File: config.mk
export PLATFORM = sky130hd
export DESIGN_NAME = ins_fetcher
export DESIGN_NICKNAME = d
export VERILOG_FILES = /design/src/rtl/ins_fetcher.sv
export SDC_FILE = /design/constraint.sdc
export NUM_CORES = 1
export LEC_CHECK = 0
export ABC_AREA = 1
export BUFFER_PORTS_ARGS = -buffer_cell sky130_fd_sc_hd__buf_4
export CORE_MARGIN = 2
export CORE_UTILIZATION = 37
export DETAILED_ROUTE_END_ITERATION = 8
export GPL_ROUTABILITY_DRIVEN = 0
export GPL_TIMING_DRIVEN = 0
export MAX_ROUTING_LAYER = met4
export PLACE_DENSITY = 0.57
export SYNTH_ARGS = -nofsm -noshare
export SYNTH_HDL_FRONTEND = slang
export SYNTH_SLANG_ARGS = --single-unit
File: constraint.sdc
create_clock -name clk_in -period 13.2 [get_ports clk_in]
set_input_delay 2.64 -clock clk_in [delete_from_list [all_inputs] [get_ports clk_in]]
set_output_delay 2.64 -clock clk_in [all_outputs]
set_load 0.005 [all_outputs]
File: src/rtl/ins_fetcher.sv
// Instruction fetch: PC register, direct-mapped one-word-per-line I-cache, single-word miss fetch.
// Define ICACHE_EN to build the cache; without it every fetch goes through the memory controller.
module ins_fetcher #(
    parameter logic [31:0] RESET_PC       = 32'h0,
    parameter int          ICACHE_IDX_BIT = 6
) (
    input  logic        clk_in,
    input  logic        rst_in,
    input  logic        rdy_in,
    input  logic        dec_stall,
    input  logic [31:0] dec_next_pc,
    output logic        inst_valid,
    output logic [31:0] inst,
    output logic [31:0] inst_addr,
    input  logic        rob_clear,
    input  logic [31:0] rob_restart_pc,
    output logic        mem_req,
    output logic [31:0] mem_addr,
    input  logic        mem_done,
    input  logic [31:0] mem_data
);
    localparam int LINES = 1 << ICACHE_IDX_BIT;
    localparam int TAG_W = 32 - (ICACHE_IDX_BIT + 2);

    typedef enum logic {LOOKUP, MISS} state_t;

    state_t      state, state_nxt;
    logic [31:0] pc, pc_nxt;
    logic        flush_pend, flush_pend_nxt;
    logic        inst_valid_nxt, mem_req_nxt;
    logic [31:0] inst_nxt, inst_addr_nxt, mem_addr_nxt;

    logic        consume;
    logic [31:0] fa;
    logic        hit;
    logic [31:0] line_data;
    logic        fill_en;

    assign consume = inst_valid && !dec_stall;
    assign fa      = consume ? dec_next_pc : pc;

`ifdef ICACHE_EN
    logic [LINES-1:0]          line_vld;
    logic [TAG_W-1:0]          tag_mem [LINES];
    logic [31:0]               data_mem [LINES];
    logic [ICACHE_IDX_BIT-1:0] fa_idx, fill_idx;

    assign fa_idx    = fa[ICACHE_IDX_BIT+1:2];
    assign fill_idx  = mem_addr[ICACHE_IDX_BIT+1:2];
    assign hit       = line_vld[fa_idx] && (tag_mem[fa_idx] == fa[31:ICACHE_IDX_BIT+2]);
    assign line_data = data_mem[fa_idx];

    always_ff @(posedge clk_in or posedge rst_in) begin
        if (rst_in) begin
            line_vld <= '0;
        end else if (rdy_in && fill_en) begin
            line_vld[fill_idx] <= 1'b1;
        end
    end

    // Tag/data are plain storage; only the valid bits need reset.
    always_ff @(posedge clk_in) begin
        if (rdy_in && fill_en) begin
            tag_mem[fill_idx]  <= mem_addr[31:ICACHE_IDX_BIT+2];
            data_mem[fill_idx] <= mem_data;
        end
    end
`else
    logic unused_fill;

    assign hit         = 1'b0;
    assign line_data   = '0;
    assign unused_fill = fill_en;
`endif

    always_ff @(posedge clk_in or posedge rst_in) begin
        if (rst_in) begin
            state      <= LOOKUP;
            pc         <= RESET_PC;
            flush_pend <= 1'b0;
            inst_valid <= 1'b0;
            inst       <= '0;
            inst_addr  <= '0;
            mem_req    <= 1'b0;
            mem_addr   <= '0;
        end else if (rdy_in) begin
            state      <= state_nxt;
            pc         <= pc_nxt;
            flush_pend <= flush_pend_nxt;
            inst_valid <= inst_valid_nxt;
            inst       <= inst_nxt;
            inst_addr  <= inst_addr_nxt;
            mem_req    <= mem_req_nxt;
            mem_addr   <= mem_addr_nxt;
        end
    end

    always_comb begin
        state_nxt      = state;
        pc_nxt         = pc;
        flush_pend_nxt = flush_pend;
        inst_valid_nxt = inst_valid;
        inst_nxt       = inst;
        inst_addr_nxt  = inst_addr;
        mem_req_nxt    = mem_req;
        mem_addr_nxt   = mem_addr;
        fill_en        = 1'b0;

        case (state)
            LOOKUP: begin
                if (rob_clear) begin
                    inst_valid_nxt = 1'b0;
                    pc_nxt         = rob_restart_pc;
                end else if (inst_valid && dec_stall) begin
                    inst_valid_nxt = inst_valid;
                end else if (hit) begin
                    inst_nxt       = line_data;
                    inst_addr_nxt  = fa;
                    inst_valid_nxt = 1'b1;
                    pc_nxt         = fa;
                end else begin
                    inst_valid_nxt = 1'b0;
                    pc_nxt         = fa;
                    mem_addr_nxt   = fa;
                    mem_req_nxt    = 1'b1;
                    state_nxt      = MISS;
                end
            end
            MISS: begin
                // The request is never aborted; a flush only suppresses delivery.
                if (mem_done) begin
                    fill_en        = 1'b1;
                    mem_req_nxt    = 1'b0;
                    state_nxt      = LOOKUP;
                    flush_pend_nxt = 1'b0;
                    if (!flush_pend && !rob_clear) begin
                        inst_nxt       = mem_data;
                        inst_addr_nxt  = mem_addr;
                        inst_valid_nxt = 1'b1;
                    end else if (rob_clear) begin
                        pc_nxt = rob_restart_pc;
                    end
                end else if (rob_clear) begin
                    pc_nxt         = rob_restart_pc;
                    flush_pend_nxt = 1'b1;
                end
            end
            default: state_nxt = LOOKUP;
        endcase
    end
endmodule

==> results of run 1 <==
-- layout make-up --
cell class              instances  share of cell area
repair buffers                199               0.179
flip-flops and latches        132               0.390
plain buffers                  44              0.0301
clock inverters                12              0.0154
well taps                     216              0.0319
clock buffers                  20              0.0539
inverters                     135              0.0604
multi-input cells             470               0.240
-- path summary, 6_finish.rpt --
| check | endpoint | slack [ns] | depth (start not counted) |
|---|---|---|---|
| max reg2reg | mem_addr[10] | 11.56 | 6 |
| max | mem_addr[9] | 9.60 | 6 |
| min reg2reg | pc[4] | 0.48 | 2 |
| max in group asynchronous | inst_addr[11] | 10.12 | 3 |
| min in group asynchronous | inst[5] | 2.33 | 2 |
| min | pc[4] | 0.48 | 2 |
-- routing by layer --
| metal | track usage | routed length (um) | vias to the layer above |
|---|---|---|---|
| met4 | 0.0591 | 206 | 0 |
| li1 | - | - | 2842 |
| met2 | 0.315 | 7880 | 184 |
| met1 | 0.288 | 8080 | 2487 |
| met3 | 0.0469 | 1170 | 18 |
| met5 | - | 0 | - |
-- where the power goes --
part	internal (mW)	switching, mW
registers	0.572	0.0926
logic	0.289	0.257
clock network	0.288	0.177
-- critical path, stage by stage --
cell and delay [ns]:
buf_4 0.11, inv_1 0.17, buf_1 0.47, nand3_1 0.21, a21oi_1 0.23, a21oi_1 0.06
-- synth_stat cells, drive strengths merged --
master	number
o21ai	66
buf	37
clkbuf	7
a21oi	66
nand4	1
inv	135
nand2	266
nand3b	1
nor2	4
nor3	1
nand3	65
dfrtp	132
-- state kept, by name (all words and copies together), names as in the netlist --
| name | count |
|---|---|
| flush_pend | 1 |
| inst | 32 |
| inst_addr | 32 |
| inst_valid | 1 |
| mem_addr | 32 |
| mem_req | 1 |
| pc | 32 |
| state | 1 |
-- through the flow --
stage | power, mW | hold slack [ns]
floorplan | 0.903 | 0.449
global placement | 1.21 | 0.462
detailed placement | 1.22 | 0.465
CTS | 1.70 | 0.480
global route | 1.80 | 0.485
finish | 1.67 | 0.477
-- kinds of logic after synthesis --
kind of cell / Yosys count / synth area share
buffers and inverters: 179 / 0.125
AOI/OAI and AO/OA: 132 / 0.108
DFF: 132 / 0.542
and+or+nand+nor: 338 / 0.225
-- cell usage in the layout (no fill, tap or decap) --
cell	instances
nor2_1	3
clkinvlp_4	2
dfrtp_1	132
clkinv_2	4
buf_4	203
nand2_1	266
nand4_1	1
bufinv_16	2
clkbuf_16	17
clkbuf_8	2
inv_6	2
inv_1	133
nand3_1	65
buf_1	5
nand3b_2	1
inv_2	1
clkbuf_1	8
o21ai_0	50
nor2_4	1
buf_16	1
clkinv_4	3
buf_2	21
a21oi_1	66
buf_6	6
nor3_1	1
o21ai_1	16
==> results by group, run 1 <==
Run status
  • Status: finished, final reports clean

Timing
  • RSZ-0062 raised after global routing: no
  • Worst Tran Pin Value: between 0.6 and 0.7 ns
  • Setup ws final: approximately 9.6 ns
  • Max Freq: roughly 280 MHz
  • Fin crit share: 0.273
  • Setup Viol. Count Final: 0
  • Setup tns final: 0 ns
  • Max-slew violations: 0
  • Clock Skew: just over 0.008 ns
  • Count of final hold-check violations: 0
  • Min Clock Period, post-route: between 3 and 4 ns
  • Slew margin rel.: 0.546

Critical path
  • Crit start category: input pin
  • Worst Setup SP: dec_stall
  • Critical Path End Type: register
  • Critical path class: in -> reg
  • Crit Path Max Fanout: 10
  • Reg2reg start: inst_valid
  • Critical Path AT: 3.90 ns
  • Worst endpoint required time: approximately 14 ns

Place
  • Dpl cells: between 1000 and 1500
  • I/O Buffers: 198
  • Place WS: just over 9 ns
  • Detailed Place HPWL: about 12000 um
  • Placement-stage cell area: roughly 0.0079 mm2

Synthesis
  • Synth top area cells: dfrtp_1 (54%), nand2_1 (16%), inv_1 (8.3%)
  • Seq/Total Area, Yosys: 0.542
  • Mapped Nets: 883
  • Synth area leader: dfrtp_1
  • Synth cell types: 18
  • Post-synthesis cell area: 0.00609 mm2
  • Mean post-synth cell area: 7.80 um2
  • Synth Instances: 781
  • Synthesized flop and latch total: 132
  • Synth Warn #: 0
  • Share of the synthesized area in the top cell type: 0.542

Cells and area
  • Final core occ: 0.529
  • Fillers: around 1600
  • Fraction of layout cells with a size suffix above 1: 0.263
  • N_diodes: 0
  • Final cell count without fillers: between 1000 and 1500
  • Nets: 1101
  • Area occupied by multi-input gates: about 0.0020 mm2
  • Post-route cell area: ~0.0085 mm2
  • Synth-to-layout area growth: 39.0%
  • Area occupied by registers: 0.00330 mm2

Global routing
  • Vias in the first global route: approximately 5400
  • Initial antenna violation count: 0
  • GRT overflow: 0
  • Global-route wire length before repair: between 20000 and 30000 um
  • Largest net degree at the start of global routing: 74
  • Global Route Usage Sum: 0.211

Clock network
  • Clock slew at reported path FFs: roughly 0.060 ns
  • Worst skew pair latency: approximately 0.42 ns
  • CTS tree: yes
  • Post_cts resized: 0
  • CTS Root Cell: clkbuf_16
  • CTS max path bufs: 2
  • Total CTS buffers: 17
  • Post-CTS Setup Bufs: 0
  • TritonCTS Sinks: approximately 130
  • CTS Hold Bufs: 0
  • H-tree depth: 4

Job
  • Max_cap viols: 0

Drt
  • Drt first pass iters: 4
  • Iter 0 DRT Violations: around 320
  • Antenna-violating nets left: 0
  • Vias per inst: roughly 4.5
  • Wire length per cell: about 14 um
  • Final WL: approximately 17000 um
  • Residual DRC: 0
  • Via count: 5531

Floorplanning
  • Die Y: between 100 and 150 um
  • Core area: between 0.015 and 0.02 mm2
  • DIE WIDTH: between 100 and 150 um
  • Die Area: 0.0175 mm2
  • Initial Utilization: 0.381
  • Num rows: 46
  • IO Pins: 200

Pwr
  • Leak: around 4.8 nW
  • Pwr/cell area: 198 mW/mm2
  • Maximum vdd drop: 0.0984 mV

Min path
  • Hold Crit Class: reg -> reg
  • Hold path start: pc[4]
No activity file was read; power rests on OpenSTA's default activity.
==> run 2, diff against run 1 <==
==> constraint.sdc (replaced) <==
create_clock -name clk_in -period 3.55 [get_ports clk_in]
set_input_delay 0.71 -clock clk_in [delete_from_list [all_inputs] [get_ports clk_in]]
set_output_delay 0.71 -clock clk_in [all_outputs]
set_load 0.005 [all_outputs]
==> run 2 against run 1 <==
Utilization increased by 0.55 points. Cell count increased by 0.16%. Count of clock-buffer cells in the layout increased by 1. Critical endpoint is now inst[12]. Highest routed layer unchanged. Routed wire length increased by 1.0%. Combinational power increased to 3.7 times the previous value. Via count increased by 1.8%. Die area unchanged. Critical path type is now reg -> out. Clock skew decreased by 0.0031 ns. Non-clock buffer count increased by 2. Critical path depth decreased by 5. Total power increased to 3.8 times the previous value.
==> results by group, run 2 (same netlist as run 1, synthesis figures left out) <==
Drt
  • Via count: 5630 (+1.8%)
  • Antenna-violating nets left: 0 (unchanged)
  • Iter 0 DRT Violations: 257 (-20%)
  • Final WL: 17500 um (+1.0%)
  • Wire length per cell: 14.2 um (+0.84%)
  • Residual DRC: 0 (unchanged)
  • Vias per inst: 4.58 (+1.6%)
  • Drt first pass iters: 5 (+1)

Cells and area
  • Fillers: 1599 (-1.1%)
  • Synth-to-layout area growth: 40.4%
  • Final cell count without fillers: 1230 (+0.16%)
  • Area occupied by registers: 0.00330 mm2 (unchanged)
  • Fraction of layout cells with a size suffix above 1: 0.264 (+0.00145)
  • Most frequent cells in the layout: nand2_1 (266), buf_4 (203), inv_1 (133), dfrtp_1 (132), a21oi_1 (66)
  • Area occupied by multi-input gates: 0.00203 mm2 (unchanged)
  • Commonest non-fill, non-tap cell in the layout: nand2_1
  • Nets: 1103 (+0.18%)
  • Post-route cell area: 0.00856 mm2 (+1.0%)
  • N_diodes: 0 (unchanged)

Timing
  • RSZ-0062 raised after global routing: no
  • Clock Skew: 0.00494 ns (-0.00311 ns)
  • Setup tns final: 0 ns (unchanged)
  • Max Freq: roughly 600 MHz
  • Max-slew violations: 0 (unchanged)
  • Min Clock Period, post-route: around 1.7 ns
  • Slew margin rel.: 0.554 (+0.00823)
  • Setup Viol. Count Final: 0 (unchanged)
  • Worst Tran Pin Value: 0.667 ns (-0.0137 ns)
  • Count of final hold-check violations: 0 (unchanged)
  • Fin crit share: 0.473

Global routing
  • Global Route Usage Sum: 0.207 (-0.00352)
  • Initial antenna violation count: 0 (unchanged)
  • Met3 usage: 0.0431 (-0.00384)
  • GRT met1 Usage: 0.275 (-0.0129)
  • Gr busiest metal: met2
  • Global-route wire length before repair: 28000 um (-1.1%)
  • Vias in the first global route: 5398 (-0.18%)
  • Met2 usage: 0.326 (+0.0112)
  • GRT overflow: 0 (unchanged)
  • Largest net degree at the start of global routing: 41 (-45%)

Run status
  • Status: finished, final reports clean

Place
  • I/O Buffers: 198 (unchanged)
  • Dpl cells: 1198 (+0.17%)
  • Detailed Place HPWL: 12700 um (+2.5%)
  • Placement-stage cell area: 0.00792 mm2 (+0.40%)

Clock network
  • CTS Hold Bufs: 0 (unchanged)
  • TritonCTS Sinks: 132 (unchanged)
  • Post-CTS Setup Bufs: 0 (unchanged)
  • Total CTS buffers: 17 (unchanged)
  • CTS Root Cell: clkbuf_16
  • CTS tree: yes
  • H-tree depth: 4 (unchanged)
  • Clock slew at reported path FFs: 0.06 ns (about the same)
  • CTS max path bufs: 2 (unchanged)
  • Post_cts resized: 0 (unchanged)
  • Worst skew pair latency: 0.41 ns (about the same)

Critical path
  • R2r setup slk: 1.91 ns (-9.65 ns)
  • Critical Path AT: 0.97 ns (-2.93 ns)
  • Critical path class: reg -> out
  • CP bufs+invs: 1 (-2)
  • Crit path largest cell delay: 0.41 ns (-0.06 ns)
  • Critical-path top delay cell: dfrtp_1
  • Critical Path End Type: output pin
  • Crit start category: register
  • Critical path's top delay family: flip-flops
  • Critical path, cell by cell: buf_4
  • Crit Path Max Fanout: 2 (-8)
  • Worst endpoint required time: 2.84 ns (-10.66 ns)

Floorplanning
  • Die Y: 132 um (unchanged)
  • Num rows: 46 (unchanged)
  • Initial Utilization: 0.381 (unchanged)
  • IO Pins: 200 (unchanged)
  • DIE WIDTH: 132 um (unchanged)
  • Die Area: 0.0175 mm2 (unchanged)
  • Core area: 0.0160 mm2 (unchanged)

Pwr
  • Maximum vdd drop: 0.386 mV (+290%)
  • Leak: 4.86 nW (+0.56%)
  • Pwr/cell area: 748 mW/mm2 (+280%)

Job
  • Max_cap viols: 0 (unchanged)

Min path
  • Hold Crit Class: in -> async
## run 2: final cells by class
class | count | share of cell area
repair buffers | 201 | 0.181
plain buffers | 44 | 0.0298
inverters | 135 | 0.0596
multi-input cells | 470 | 0.237
clock inverters | 11 | 0.0202
well taps | 216 | 0.0316
clock buffers | 21 | 0.0550
flip-flops and latches | 132 | 0.386
## run 2: routing by layer
layer / routed length (um) / up-vias / part of all wire
met5: 0 / - / 0
met3: 1050 / 11 / 0.060
met2: 8150 / 183 / 0.47
met4: 150 / 0 / 0.0086
met1: 8160 / 2590 / 0.47
li1: - / 2846 / -
## run 2: worst paths after layout
kind | start | endpoint | cells past startpoint
max | inst[12] | inst[12] | 1
min | rst_in | mem_addr[25] | 2
max reg2reg | inst_valid | mem_addr[13] | 6
min reg2reg | pc[2] | pc[2] | 2
max in group asynchronous | rst_in | pc[14] | 3
min in group clk_in | pc[2] | pc[2] | 2
## run 2: power breakdown
part / switching, mW / internal [mW] / total (mW) / leakage (nW)
combinational: 0.959 / 1.08 / 2.04 / 2.96
clock: 0.655 / 1.23 / 1.89 / 0.302
sequential: 0.352 / 2.13 / 2.48 / 1.61
total: 1.97 / 4.44 / 6.40 / 4.86
## run 2: through the flow
| step | setup WS, ns | util | hold WS [ns] | total power [mW] |
|---|---|---|---|---|
| floorplan | 1.20 | - | 0.449 | 3.36 |
| global placement | 0.249 | 0.491 | 0.462 | 4.53 |
| detailed placement | 1.47 | 0.495 | 0.464 | 4.57 |
| CTS | 1.85 | 0.535 | 0.407 | 6.49 |
| global route | 1.74 | 0.535 | 0.435 | 6.85 |
| finish | 1.87 | 0.535 | 0.401 | 6.40 |
==> run 3, diff against run 2 <==
--- a/config.mk
+++ b/config.mk
@@ -13,7 +13,7 @@
 export GPL_ROUTABILITY_DRIVEN = 0
 export GPL_TIMING_DRIVEN = 0
 export MAX_ROUTING_LAYER = met4
-export PLACE_DENSITY = 0.57
+export PLACE_DENSITY = 0.6
 export SYNTH_ARGS = -nofsm -noshare
 export SYNTH_HDL_FRONTEND = slang
 export SYNTH_SLANG_ARGS = --single-unit
==> constraint.sdc (replaced) <==
create_clock -name clk_in -period 1.43 [get_ports clk_in]
set_input_delay 0.286 -clock clk_in [delete_from_list [all_inputs] [get_ports clk_in]]
set_output_delay 0.286 -clock clk_in [all_outputs]
set_load 0.005 [all_outputs]
==> run 3 against run 2 <==
Non-clock buffer count rose by 15. Sequential power rose by 150%. Via count rose by 2.0%. Largest power group unchanged. Register-to-register slack got worse by 1.9 ns. Critical path depth rose by 6. Count of clock-buffer cells in the layout fell by 4. Combinational power rose to 2.6 times the previous value. Largest cell class unchanged. Final area rose by 3.5%. Worst hold slack got worse by 0.29 ns. First-iteration DRC count rose by 23%.
==> results by group, run 3 (same netlist as run 1, synthesis figures left out) <==
Clock network
  • H-tree depth: 4 (unchanged)
  • Total CTS buffers: 17 (unchanged)
  • Clock slew at reported path FFs: 0.06 ns (about the same)
  • TritonCTS Sinks: 132 (unchanged)
  • CTS Root Cell: clkbuf_16
  • CTS tree: yes
  • CTS max path bufs: 2 (unchanged)
  • Worst skew pair latency: 0.42 ns (about the same)

Global routing
  • Global Route Usage Sum: 0.214 (+0.00685)
  • Global-route wire length before repair: 28900 um (+3.2%)
  • Largest net degree at the start of global routing: 42 (+2.4%)
  • Vias in the first global route: 5546 (+2.7%)
  • GRT overflow: 0 (unchanged)
  • Initial antenna violation count: 0 (unchanged)

Critical path
  • Worst endpoint required time: 1.73 ns (-1.11 ns)
  • Critical Path End Type: register
  • Crit start category: register
  • R2r worst-path depth: 7 (+1)
  • Crit Path Max Fanout: 10 (+8)
  • Critical path class: reg -> reg
  • R2r setup slk: 0.06 ns (-1.85 ns)
  • Critical Path AT: 1.67 ns (+0.70 ns)

Min path
  • Hold path depth: 3
  • Hold Crit Class: in -> reg

Cells and area
  • Post-route cell area: 0.00885 mm2 (+3.5%)
  • Commonest non-fill, non-tap cell in the layout: nand2_1
  • N_diodes: 0 (unchanged)
  • Nets: 1119 (+1.5%)
  • Most frequent cells in the layout: nand2_1 (262), buf_4 (214), inv_1 (131), dfrtp_1 (131), nand3_1 (64)
  • Fillers: 1560 (-2.4%)
  • Fraction of layout cells with a size suffix above 1: 0.301 (+0.0367)
  • Synth-to-layout area growth: 45.3%

Floorplanning
  • DIE WIDTH: 132 um (unchanged)
  • Num rows: 46 (unchanged)
  • IO Pins: 200 (unchanged)
  • Die Y: 132 um (unchanged)
  • Core area: 0.0160 mm2 (unchanged)
  • Initial Utilization: 0.381 (unchanged)
  • Die Area: 0.0175 mm2 (unchanged)

Drt
  • Iter 0 DRT Violations: 317 (+23%)
  • Final WL: 18200 um (+4.2%)
  • Wire length per cell: 14.6 um (+2.8%)
  • Antenna-violating nets left: 0 (unchanged)
  • Via count: 5745 (+2.0%)
  • Residual DRC: 0 (unchanged)
  • Vias per inst: 4.61 (+0.73%)
  • Drt first pass iters: 4 (-1)

Timing
  • Setup ws final: 0.0579 ns (-1.81 ns)
  • Setup tns final: 0 ns (unchanged)
  • Setup Viol. Count Final: 0 (unchanged)
  • Worst Tran Pin Value: 0.513 ns (-0.154 ns)
  • Max-slew violations: 0 (unchanged)
  • Max Freq: ~730 MHz
  • Count of final hold-check violations: 0 (unchanged)
  • Slew margin rel.: 0.656 (+0.102)
  • Min Clock Period, post-route: between 1 and 1.5 ns
  • RSZ-0062 raised after global routing: yes
  • Clock Skew: 0.00708 ns (+0.00213 ns)
  • Fin crit share: 0.960

Place
  • Place WS: -0.247 ns (-1.72 ns)
  • Detailed Place HPWL: 12800 um (about the same)
  • I/O Buffers: 198 (unchanged)
  • Placement-stage cell area: 0.00792 mm2 (unchanged)

Job
  • Max_cap viols: 0 (unchanged)

Pwr
  • Maximum vdd drop: 0.895 mV (+130%)
  • Leak: 5.01 nW (+3.0%)
  • Pwr/cell area: 1760 mW/mm2 (+140%)

Run status
  • Status: finished, final reports clean
-- run 3: cell types whose count changed in the layout (fill, tap and decap cells not counted), sizes merged --
cell / previous run / this run
dlygate4sd3: 0 / 1
clkbuf: 28 / 25
bufinv: 4 / 1
clkinvlp: 5 / 7
buf: 238 / 251
clkinv: 1 / 7
-- run 3: final timing paths --
| check | from | endpoint |
|---|---|---|
| worst min-delay path | mem_data[24] | inst[24] |
| worst max-delay path | state | pc[15] |
| worst min register to register | pc[18] | pc[18] |
| min in group asynchronous | rst_in | inst[10] |
| max in group asynchronous | rst_in | mem_addr[16] |
| worst max register to register | state | pc[15] |
-- run 3: metal layers --
metal | wire length, um | GRT usage | up-vias
li1 | - | - | 2885
met2 | 8490 | 0.320 | 181
met3 | 1200 | 0.0557 | 13
met5 | 0 | - | -
met4 | 223 | 0.0633 | 0
met1 | 8330 | 0.287 | 2666
-- run 3: power by group --
part	internal, mW	total (mW)	leakage, nW	switching, mW
combinational	2.87	5.33	3.14	2.46
clock	2.40	4.11	0.263	1.71
sequential	5.28	6.14	1.60	0.861
total	10.5	15.6	5.01	5.04
-- run 3: timing repair --
item                                    CTS  global route
endpoints found under the setup margin   65           127
pin swaps                                 1             3
hold buffers                              1             0
cloned                                    0             3
buffers inserted                          6             7
hold endpoints to repair                 19             0
gates resized for setup                  34            60
-- run 3: final cells by class --
class / instances / area, um2 / area share
Buffer: 43 / 399 / 0.0451
Clock buffer: 17 / 425 / 0.0480
Clock inverter: 15 / 134 / 0.0151
Inverter: 135 / 518 / 0.0585
Multi-Input combinational cell: 470 / 2100 / 0.238
Sequential cell: 132 / 3300 / 0.373
Tap cell: 216 / 270 / 0.0305
Timing Repair Buffer: 217 / 1690 / 0.191
Timing Repair inverter: 1 / 5.00 / 0.000565
-- run 3: worst max-delay path: stages (launching register included) --
cell and delay, ns:
dfrtp_2 0.44, buf_4 0.16, inv_2 0.05, nor2_1 0.03, nand3b_4 0.23, buf_4 0.22
nand2_1 0.07, nand2_1 0.05
-- run 3: metrics by stage --
| stage | util | power [mW] | hold WS, ns | instances |
|---|---|---|---|---|
| finish | 0.553 | 15.6 | 0.113 | 1246 |
| global placement | 0.491 | 11.2 | 0.462 | 1195 |
| floorplan | - | 8.34 | 0.415 | 781 |
| global route | 0.553 | 16.7 | 0.114 | 1246 |
| detailed placement | 0.495 | 11.3 | 0.325 | 1198 |
| CTS | 0.539 | 15.6 | 0.0971 | 1236 |
